### src/rtl/letc_core_limp_arbiter.sv
// Arbitrates NUM_REQ LIMP requestors onto one downstream LIMP port (round-robin by default).
// Define LETC_CORE_LIMP_ARB_FIXED_PRIO_EN for fixed priority, index 0 highest, with no pointer.
module letc_core_limp_arbiter #(
  parameter int unsigned NUM_REQ = 2,
  parameter int unsigned SIZE_W  = 2,
  parameter int unsigned PADDR_W = 32,
  parameter int unsigned WORD_W  = 32
) (
  input  logic                            i_clk,
  input  logic                            i_rst,

  input  logic [NUM_REQ-1:0]              i_req_valid,
  output logic [NUM_REQ-1:0]              o_req_ready,
  input  logic [NUM_REQ-1:0]              i_req_wen_nren,
  input  logic [NUM_REQ-1:0][SIZE_W-1:0]  i_req_size,
  input  logic [NUM_REQ-1:0][PADDR_W-1:0] i_req_addr,
  input  logic [NUM_REQ-1:0][WORD_W-1:0]  i_req_wdata,
  output logic [WORD_W-1:0]               o_req_rdata,

  output logic                            o_valid,
  output logic                            o_wen_nren,
  output logic [SIZE_W-1:0]               o_size,
  output logic [PADDR_W-1:0]              o_addr,
  output logic [WORD_W-1:0]               o_wdata,
  input  logic                            i_ready,
  input  logic [WORD_W-1:0]               i_rdata
);

  localparam int unsigned GntW = (NUM_REQ > 1) ? $clog2(NUM_REQ) : 1;

  typedef enum logic [0:0] {StIdle, StBusy} state_e;

  state_e          state_q;
  logic [GntW-1:0] gnt_q;
  logic [GntW-1:0] gnt_sel;
  logic [GntW-1:0] sel_lo;

`ifdef LETC_CORE_LIMP_ARB_FIXED_PRIO_EN

  always_comb begin
    sel_lo = '0;
    for (int i = NUM_REQ - 1; i >= 0; i--) begin
      if (i_req_valid[i]) sel_lo = GntW'(i);
    end
  end

  assign gnt_sel = sel_lo;

  always_ff @(posedge i_clk) begin
    if (i_rst) begin
      state_q <= StIdle;
      gnt_q   <= '0;
    end else begin
      case (state_q)
        StIdle: begin
          if (|i_req_valid) begin
            gnt_q   <= gnt_sel;
            state_q <= StBusy;
          end
        end
        StBusy: begin
          if (i_ready) state_q <= StIdle;
        end
        default: state_q <= StIdle;
      endcase
    end
  end

`else

  logic [GntW-1:0] ptr_q;
  logic [GntW-1:0] sel_hi;
  logic            found_hi;

  // sel_hi: first valid at or above ptr_q; sel_lo: first valid overall (the wrapped search).
  always_comb begin
    sel_lo   = '0;
    sel_hi   = '0;
    found_hi = 1'b0;
    for (int i = NUM_REQ - 1; i >= 0; i--) begin
      if (i_req_valid[i]) begin
        sel_lo = GntW'(i);
        if (GntW'(i) >= ptr_q) begin
          sel_hi   = GntW'(i);
          found_hi = 1'b1;
        end
      end
    end
  end

  assign gnt_sel = found_hi ? sel_hi : sel_lo;

  always_ff @(posedge i_clk) begin
    if (i_rst) begin
      state_q <= StIdle;
      gnt_q   <= '0;
      ptr_q   <= '0;
    end else begin
      case (state_q)
        StIdle: begin
          if (|i_req_valid) begin
            gnt_q   <= gnt_sel;
            state_q <= StBusy;
          end
        end
        StBusy: begin
          if (i_ready) begin
            state_q <= StIdle;
            // The winner drops to lowest priority for the next arbitration.
            ptr_q   <= (gnt_q == GntW'(NUM_REQ - 1)) ? '0 : gnt_q + 1'b1;
          end
        end
        default: state_q <= StIdle;
      endcase
    end
  end

`endif

  assign o_valid     = (state_q == StBusy);
  assign o_wen_nren  = i_req_wen_nren[gnt_q];
  assign o_size      = i_req_size[gnt_q];
  assign o_addr      = i_req_addr[gnt_q];
  assign o_wdata     = i_req_wdata[gnt_q];
  assign o_req_rdata = i_rdata;

  always_comb begin
    o_req_ready = '0;
    if (state_q == StBusy) o_req_ready[gnt_q] = i_ready;
  end

`ifdef SIMULATION
  a_ready_onehot0 : assert property (@(posedge i_clk) disable iff (i_rst)
      $onehot0(o_req_ready))
    else $error("o_req_ready not onehot0");

  a_idle_no_valid : assert property (@(posedge i_clk) disable iff (i_rst)
      (state_q == StIdle) |-> !o_valid)
    else $error("o_valid asserted in IDLE");

  a_fields_stable : assert property (@(posedge i_clk) disable iff (i_rst)
      (o_valid && !i_ready) |=> $stable({o_wen_nren, o_size, o_addr, o_wdata}))
    else $error("downstream fields changed while stalled");

  a_no_valid_drop : assert property (@(posedge i_clk) disable iff (i_rst)
      (state_q == StBusy) |-> i_req_valid[gnt_q])
    else $error("granted requestor dropped valid before ready");
`endif

endmodule

### config.mk
export PLATFORM = sky130hd
export DESIGN_NAME = letc_core_limp_arbiter
export DESIGN_NICKNAME = d
export VERILOG_FILES = /design/src/rtl/letc_core_limp_arbiter.sv
export SDC_FILE = /design/constraint.sdc
export NUM_CORES = 1
export LEC_CHECK = 0
export CAP_MARGIN = 15
export CORE_AREA = 4 4 103 105
export CTS_BUF_LIST = sky130_fd_sc_hd__clkbuf_8
export DETAILED_ROUTE_END_ITERATION = 8
export DIE_AREA = 0 0 107 109
export GPL_ROUTABILITY_DRIVEN = 0
export PLACE_DENSITY_LB_ADDON = 0.3
export SYNTH_ARGS = -nofsm -noshare
export SYNTH_HDL_FRONTEND = slang
export SYNTH_SLANG_ARGS = --single-unit
### constraint.sdc
create_clock -name i_clk -period 3.4 [get_ports i_clk]
set_clock_uncertainty 0.15 [all_clocks]
set_input_delay 0.68 -clock i_clk [delete_from_list [all_inputs] [get_ports i_clk]]
set_output_delay 0.68 -clock i_clk [all_outputs]
set_load 0.01 [all_outputs]
### Yosys cells after proc, flatten, opt, wreduce, memory -nomap -nowiden

Cells that the tools add are included.

| cells by class | value |
|---|---|
| add/sub/neg operators | 1 |
| $lt $le $gt $ge | 4 |
| muxes and demuxes | 24 |
| bitwise logic cells | 2 |
| reductions and logical operators | 4 |

Operators with widths:

| operator | number |
|---|---|
| $mux W32 | 4 |
| $mux W1 | 15 |
| $mux W2 | 3 |
| $reduce_and A2 Y1 | 2 |
| $and A2 B2 Y2 | 1 |
| $ge A1 B1 Y1 const A | 2 |
| $lt A1 B2 Y1 const B | 1 |
| $pmux W1 S2 | 1 |
| $reduce_or A2 Y1 | 1 |
| $add A1 B1 Y1 const B | 1 |
| $demux W1 S1 | 1 |
| $ge A1 B1 Y1 const B | 1 |
| $logic_and A1 B1 Y1 | 1 |
| $not A1 Y1 | 1 |

| storage, ports and cells | value |
|---|---|
| register bits after elaboration | 3 |
| input port bits | 171 |
| output and inout port bits | 102 |
| word-level logic and storage cells | 38 |

### Logic depth before layout (Yosys ltp)

Gate-level depths: netlist of run 1.

| depth | value |
|---|---|
| depth after elaboration | 6 |
| gate-level depth with buffers | 4 |
| depth with buffers taken out | 3 |

### Least setup slack after synthesis of run 1

Ideal clock, no wire load.

| timing path | value |
|---|---|
| path type | input to output |
| start | input port i_req_addr[0] (netlist name) |
| end | output port o_addr[0] |
| data arrival time | 0.949 ns |
| required time | 2.570 ns |
| setup slack | 1.621 ns |
| cell stages on the path | 1 |
| buffers on the path | 0 |
| path through | mux2_4 |

| between the ends | value |
|---|---|
| cells in the longest elaborated chain, start to end | 2 |

Ends and longest elaborated chain:

| element | line | RTL |
|---|---|---|
| start, declared | 16 | `input logic [NUM_REQ-1:0][PADDR_W-1:0] i_req_addr,` |
| $mux W32 (implied by the code) (2 in series) | 123 | `assign o_addr = i_req_addr[gnt_q];` |
| end, declared | 23 | `output logic [PADDR_W-1:0] o_addr,` |

Every way passes these cells. The select of a mux whose other input is x is not followed.

### Worst setup path in the final report of run 1

| timing path | value |
|---|---|
| start | input port i_ready |
| end | output port o_req_ready[1] |

| between the ends | value |
|---|---|
| cells in the longest elaborated chain, start to end | 2 |

Ends and longest elaborated chain:

| element | line | RTL |
|---|---|---|
| start, declared | 25 | `input logic i_ready,` |
| $and A2 B2 Y2 (no line) | - |  |
| $mux W2 | 129 | `if (state_q == StBusy) o_req_ready[gnt_q] = i_ready;` |
| end, declared | 13 | `output logic [NUM_REQ-1:0] o_req_ready,` |

Every way passes these cells.

==> impl_metrics.py, run 1 <==
metrics = {
    "finish": {
        "n_fill_cell": 1001,
        "multi_input_area_sq_um": 1070,
        "diodes": 0,
        "fin_nets": 467,
        "fin_area_sq_um": 3450,
        "post-route-util_pct": 35.8,
        "syn2layout_area_growth_pct": 135,
        "final_cells": 428,
        "drive_above_1_share_pct": 25.1,
        "regArea_sq_um": 63.8,
    },
    "pwr": {
        "p_seq_share_pct": 6.4,
        "vdd_drop_max_uv": 224,
        "p_switching_uw": 164,
        "p_sw_share_pct": 25.6,
        "combinationalPowerShare_pct": 77.9,
        "p_clk_share_pct": 15.6,
        "intPower_uw": 474,
        "powerDensity_nw_per_um2": 185,
        "totalPowerFinal_uw": 638,
        "power.leakage_nw": 1.38,
    },
    "global_route": {
        "use_met1_pct": 9.28,
        "grt_use_met3_pct": 3.37,
        "grt_start_max_net_pins": 71,
        "grt_pass1_wl_microns": 8100,
        "use_met2_pct": 16.1,
        "grt_pass1_vias": 1546,
        "antenna_found_initial": 0,
        "grt_use_total_pct": 8.65,
        "grt_overflow": 0,
        "busiest_layer": "met2",
    },
    "drt": {
        "drt-total-wl_microns": 6020,
        "ant_nets": 0,
        "viasPerCell": 3.68,
        "dr.pass1.iters": 4,
        "drc": 0,
        "drt-initial-drc-count": 43,
        "vias": 1576,
        "wl_per_cell_microns": 14.1,
    },
    "floorplanning": {
        "die_y_microns": 109,
        "die_area_sq_um": 11700,
        "dieWidth_microns": 107,
        "fp-row-count": 36,
        "core_sq_um": 9640,
        "start_util_pct": 15.2,
        "io_pins": 273,
    },
    "worst_setup_path": {
        "path_depth": 3,
        "crit_type": "input port to output port",
        "critPathCaptureType": "output port",
        "crit_chain": "clkdlybuf4s50_1 -> and3_4 -> clkdlybuf4s50_1",
        "worstSetupStartpointType": "input port",
        "cp_top_family": "buffers and inverters",
        "cp.required_ns": 2.57,
        "critPathMaxFanout": 4,
        "worstRegToRegCells": 3,
        "critPathMostFrequentCell": "clkdlybuf4s50_1",
        "worstPathArrival_ns": 1.96,
        "slowest_delay_ns": 0.54,
        "crit_buf_inv": 2,
        "cp_slowest_cell": "clkdlybuf4s50_1",
    },
    "clocking": {
        "htree_levels": 1,
        "clk_pin_slew_ns": 0.03,
        "cts_root_buffer": "clkbuf_8",
        "cts_buffer_depth": 2,
        "ctsHoldBuffers": 0,
        "clkLatencyLatePin_ns": 0.21,
        "cts_tree": "yes",
        "cts_inserted_buffers": 3,
        "cts_num_sinks": 3,
        "cts_resized": 0,
        "postCtsSetupRepairBufs": 0,
    },
    "yosys": {
        "ys_top_cells_by_count": "67 x mux2_4, 32 x buf_4, 8 x buf_6",
        "synth_cells": 122,
        "yosysMostFrequentCell": "mux2_4",
        "yosysTopAreaCell": "mux2_4",
        "synth_edf_count": 0,
        "syn-num-nets": 293,
        "yosys-top-cells-area": "mux2_4 69%, buf_4 16%, buf_6 6.1%",
        "ys_warn_count": 0,
        "synth_top_flop_cell": "dfxtp_1",
        "syn_area_per_cell_sq_um": 12.0,
        "yosysSeqAreaShare_pct": 4.09,
        "synth_seq_cells": 3,
        "yosys.area.top_type_share_pct": 68.5,
        "synthArstFlopShare_pct": 0,
        "yosysUniqueCellTypes": 14,
        "synth_area_sq_um": 1470,
    },
    "sta": {
        "tightest_slew_ns": 0.567,
        "hold-worst-slack_ns": 0.396,
        "hold_viol_final": 0,
        "rsz0062_at_grt": "false",
        "fin_crit_ns": 2.79,
        "max-slew-margin-rel_pct": 62.2,
        "max_clock_freq_mhz": 359,
        "final_max_slew_viol_count": 0,
        "fin_setup_tns_ns": 0,
        "timing.final.crit_share_pct": 82.0,
        "final-setup-viol-count": 0,
        "finalWorstSetupSlack_ns": 0.611,
    },
    "placement": {
        "placed_cell_area_sq_um": 3410,
        "place_ws_ns": 0.623,
        "hpwl_microns": 5180,
        "portBuffers": 208,
        "dp_cells": 424,
    },
    "worst_hold_path": {
        "worstHoldPathCells": 2,
        "min-delay-path-class": "register to register",
    },
    "outcome": {
        "status": "completed",
    },
    "job": {
        "timing.max_cap.violations": 0,
    },
}
layout make-up:
type,instances,area share (%)
flip-flops and latches,3,1.85
well taps,133,4.82
clock buffers,3,1.20
inverters,2,0.217
repair buffers,209,60.8
clock inverters,1,0.109
multi-input cells,77,31.0
per-layer routing:
layer / vias up / routed length (microns)
met1: 710 / 2060
li1: 748 / -
met2: 106 / 3200
met5: - / 0
met4: 0 / 106
met3: 12 / 650
state kept, by name, summed over array words and instances, names as in the netlist:
register / flops
gnt_q: 1
o_valid: 1
ptr_q: 1
power groups by stage:
stage | registers [mW] | clock network, mW | logic [mW]
3_3_place_gp | 0.0413 | 0 | 0.498
3_5_place_dp | 0.0414 | 0 | 0.501
5_1_grt | 0.0415 | 0.108 | 0.524
4_1_cts | 0.0410 | 0.103 | 0.503
2_1_floorplan | 0.0413 | 0 | 0.239
6_report | 0.0410 | 0.0998 | 0.497
logic make-up (layout without fill, tap and decap cells):
kind of cell,count (synthesis),in the layout,synth area share (%)
simple gates,5,5,2.30
buf+inv,42,215,23.0
compound gates,5,5,2.05
flops,3,3,4.09
mux,67,67,68.5
worst reg2reg max path: cells and delay by family, from the launching register on:
family	cells	cell delay (ns)
buffers and inverters	1	0.37
flip-flops	1	0.34
AND/OR/NAND/NOR	2	0.37
path summary, 6_finish.rpt:
| check | start | endpoint | slack (ns) |
|---|---|---|---|
| worst min-delay path | ptr_q$_SDFFE_PP0P_ | ptr_q$_SDFFE_PP0P_ | 0.40 |
| worst min register to register | ptr_q$_SDFFE_PP0P_ | ptr_q$_SDFFE_PP0P_ | 0.40 |
| worst max register to register | gnt_q$_SDFFE_PP0P_ | ptr_q$_SDFFE_PP0P_ | 2.07 |
| worst max-delay path | i_ready | o_req_ready[1] | 0.61 |
placed cells by master (no fill, tap or decap), types with 2 or more instances in the layout:
| cell | synthesis | layout |
|---|---|---|
| clkdlybuf4s50_1 | 0 | 208 |
| mux2_4 | 67 | 67 |
| inv_1 | 2 | 3 |
| clkbuf_8 | 0 | 3 |
| a21oi_1 | 2 | 2 |
| dfxtp_1 | 3 | 2 |
(Power assumes the default switching activity.)
==> run 2: changes to the inputs <==
Settings changed: CORE_AREA 4 4 103 105 to 4 4 102 104, DIE_AREA 0 0 107 109 to 0 0 106 108.
Clock period 3.4 ns to 2.75 ns, I/O delays scaled along.
==> impl_metrics.py, run 2 (synthesis results as in run 1) <==
metrics = {
    "outcome": {
        "status": "completed",
    },
    "floorplanning": {
        "fp-row-count": 36,
        "die_area_sq_um": 11400,
        "core_sq_um": 9550,
        "dieWidth_microns": 106,
        "die_y_microns": 108,
        "io_pins": 273,
        "start_util_pct": 15.4,
    },
    "sta": {
        "hold-worst-slack_ns": 0.368,
        "rsz0062_at_grt": "false",
        "max_clock_freq_mhz": 391,
        "timing.final.crit_share_pct": 93.0,
        "tightest_slew_ns": 0.326,
        "fin_setup_tns_ns": 0,
        "final-setup-viol-count": 0,
        "hold_viol_final": 0,
        "final_max_slew_viol_count": 0,
        "fin_crit_ns": 2.56,
        "max-slew-margin-rel_pct": 78.2,
        "finalWorstSetupSlack_ns": 0.193,
    },
    "placement": {
        "dp_cells": 427,
        "placed_cell_area_sq_um": 3440,
        "place_ws_ns": 0.238,
        "portBuffers": 208,
        "hpwl_microns": 5490,
    },
    "global_route": {
        "grt_use_total_pct": 9.35,
        "grt_pass1_wl_microns": 8570,
        "busiest_layer": "met2",
        "grt_overflow": 0,
        "use_met2_pct": 18.1,
        "grt_start_max_net_pins": 23,
        "use_met1_pct": 9.56,
        "grt_use_met3_pct": 3.28,
        "antenna_found_initial": 0,
        "grt_pass1_vias": 1609,
    },
    "worst_setup_path": {
        "cp.required_ns": 2.05,
        "worstSetupStartpointType": "register",
        "crit_type": "register to output port",
        "ff2ff_setup_slack_ns": 1.45,
        "critPathMaxFanout": 17,
        "worstPathArrival_ns": 1.86,
        "critPathCaptureType": "output port",
    },
    "clocking": {
        "cts_num_sinks": 3,
        "cts_resized": 0,
        "clkLatencyLatePin_ns": 0.21,
        "cts_tree": "yes",
        "cts_root_buffer": "clkbuf_8",
        "ctsHoldBuffers": 0,
        "cts_buffer_depth": 2,
        "clk_pin_slew_ns": 0.03,
        "htree_levels": 1,
        "cts_inserted_buffers": 3,
        "postCtsSetupRepairBufs": 0,
    },
    "drt": {
        "drt-initial-drc-count": 32,
        "dr.pass1.iters": 4,
        "wl_per_cell_microns": 14.6,
        "drc": 0,
        "viasPerCell": 3.75,
        "drt-total-wl_microns": 6300,
        "vias": 1617,
        "ant_nets": 0,
    },
    "finish": {
        "final_common_cell": "clkdlybuf4s50_1",
        "fin_nets": 470,
        "n_fill_cell": 997,
        "final_cells": 431,
        "layout_common_cells": "208 x clkdlybuf4s50_1, 67 x mux2_4, 3 x inv_1, 3 x clkbuf_8",
        "diodes": 0,
        "syn2layout_area_growth_pct": 138,
        "drive_above_1_share_pct": 25.8,
        "fin_area_sq_um": 3490,
    },
    "pwr": {
        "power.leakage_nw": 1.40,
        "vdd_drop_max_uv": 81.6,
        "powerDensity_nw_per_um2": 228,
    },
    "job": {
        "timing.max_cap.violations": 0,
    },
    "worst_hold_path": {
        "min-delay-path-class": "register to register",
    },
}
## run 2: layout make-up
| cell class | count | area [sq um] | area share (%) |
|---|---|---|---|
| inverter | 2 | 7.51 | 0.215 |
| sequential | 3 | 63.8 | 1.83 |
| timing repair buffer | 212 | 2140 | 61.2 |
| multi-input combinational | 77 | 1070 | 30.7 |
| tap | 133 | 166 | 4.77 |
| clock buffer | 3 | 41.3 | 1.18 |
| clock inverter | 1 | 3.75 | 0.108 |
## run 2: per-layer routing
layer | up-vias | share of wire, %
met3 | 6 | 13
met1 | 727 | 35
met2 | 130 | 51
li1 | 754 | -
met4 | 0 | 0.48
met5 | - | 0
## run 2: worst paths after layout
kind                      start  cells past startpoint                 end
max          gnt_q$_SDFFE_PP0P_                      3           o_addr[8]
min reg2reg  ptr_q$_SDFFE_PP0P_                      2  ptr_q$_SDFFE_PP0P_
min          ptr_q$_SDFFE_PP0P_                      2  ptr_q$_SDFFE_PP0P_
max reg2reg  gnt_q$_SDFFE_PP0P_                      3  ptr_q$_SDFFE_PP0P_
## run 2: through the flow
| stage | power (mW) | util, % |
|---|---|---|
| floorplan | 0.347 | - |
| global placement | 0.674 | 36.1 |
| detailed placement | 0.677 | 36.1 |
| CTS | 0.808 | 36.5 |
| global route | 0.836 | 36.5 |
| finish | 0.795 | 36.5 |
## run 2: worst max-delay path, stage by stage (launching register included)
cell and delay, ns:
dfxtp_4 0.54, buf_4 0.29, mux2_4 0.32, clkdlybuf4s50_1 0.48
## run 2: power breakdown
group	switching, mW	internal (mW)	leakage, nW
Sequential	0.0116	0.0471	0.0255
Combinational	0.163	0.449	1.35
Clock	0.0289	0.0950	0.0269
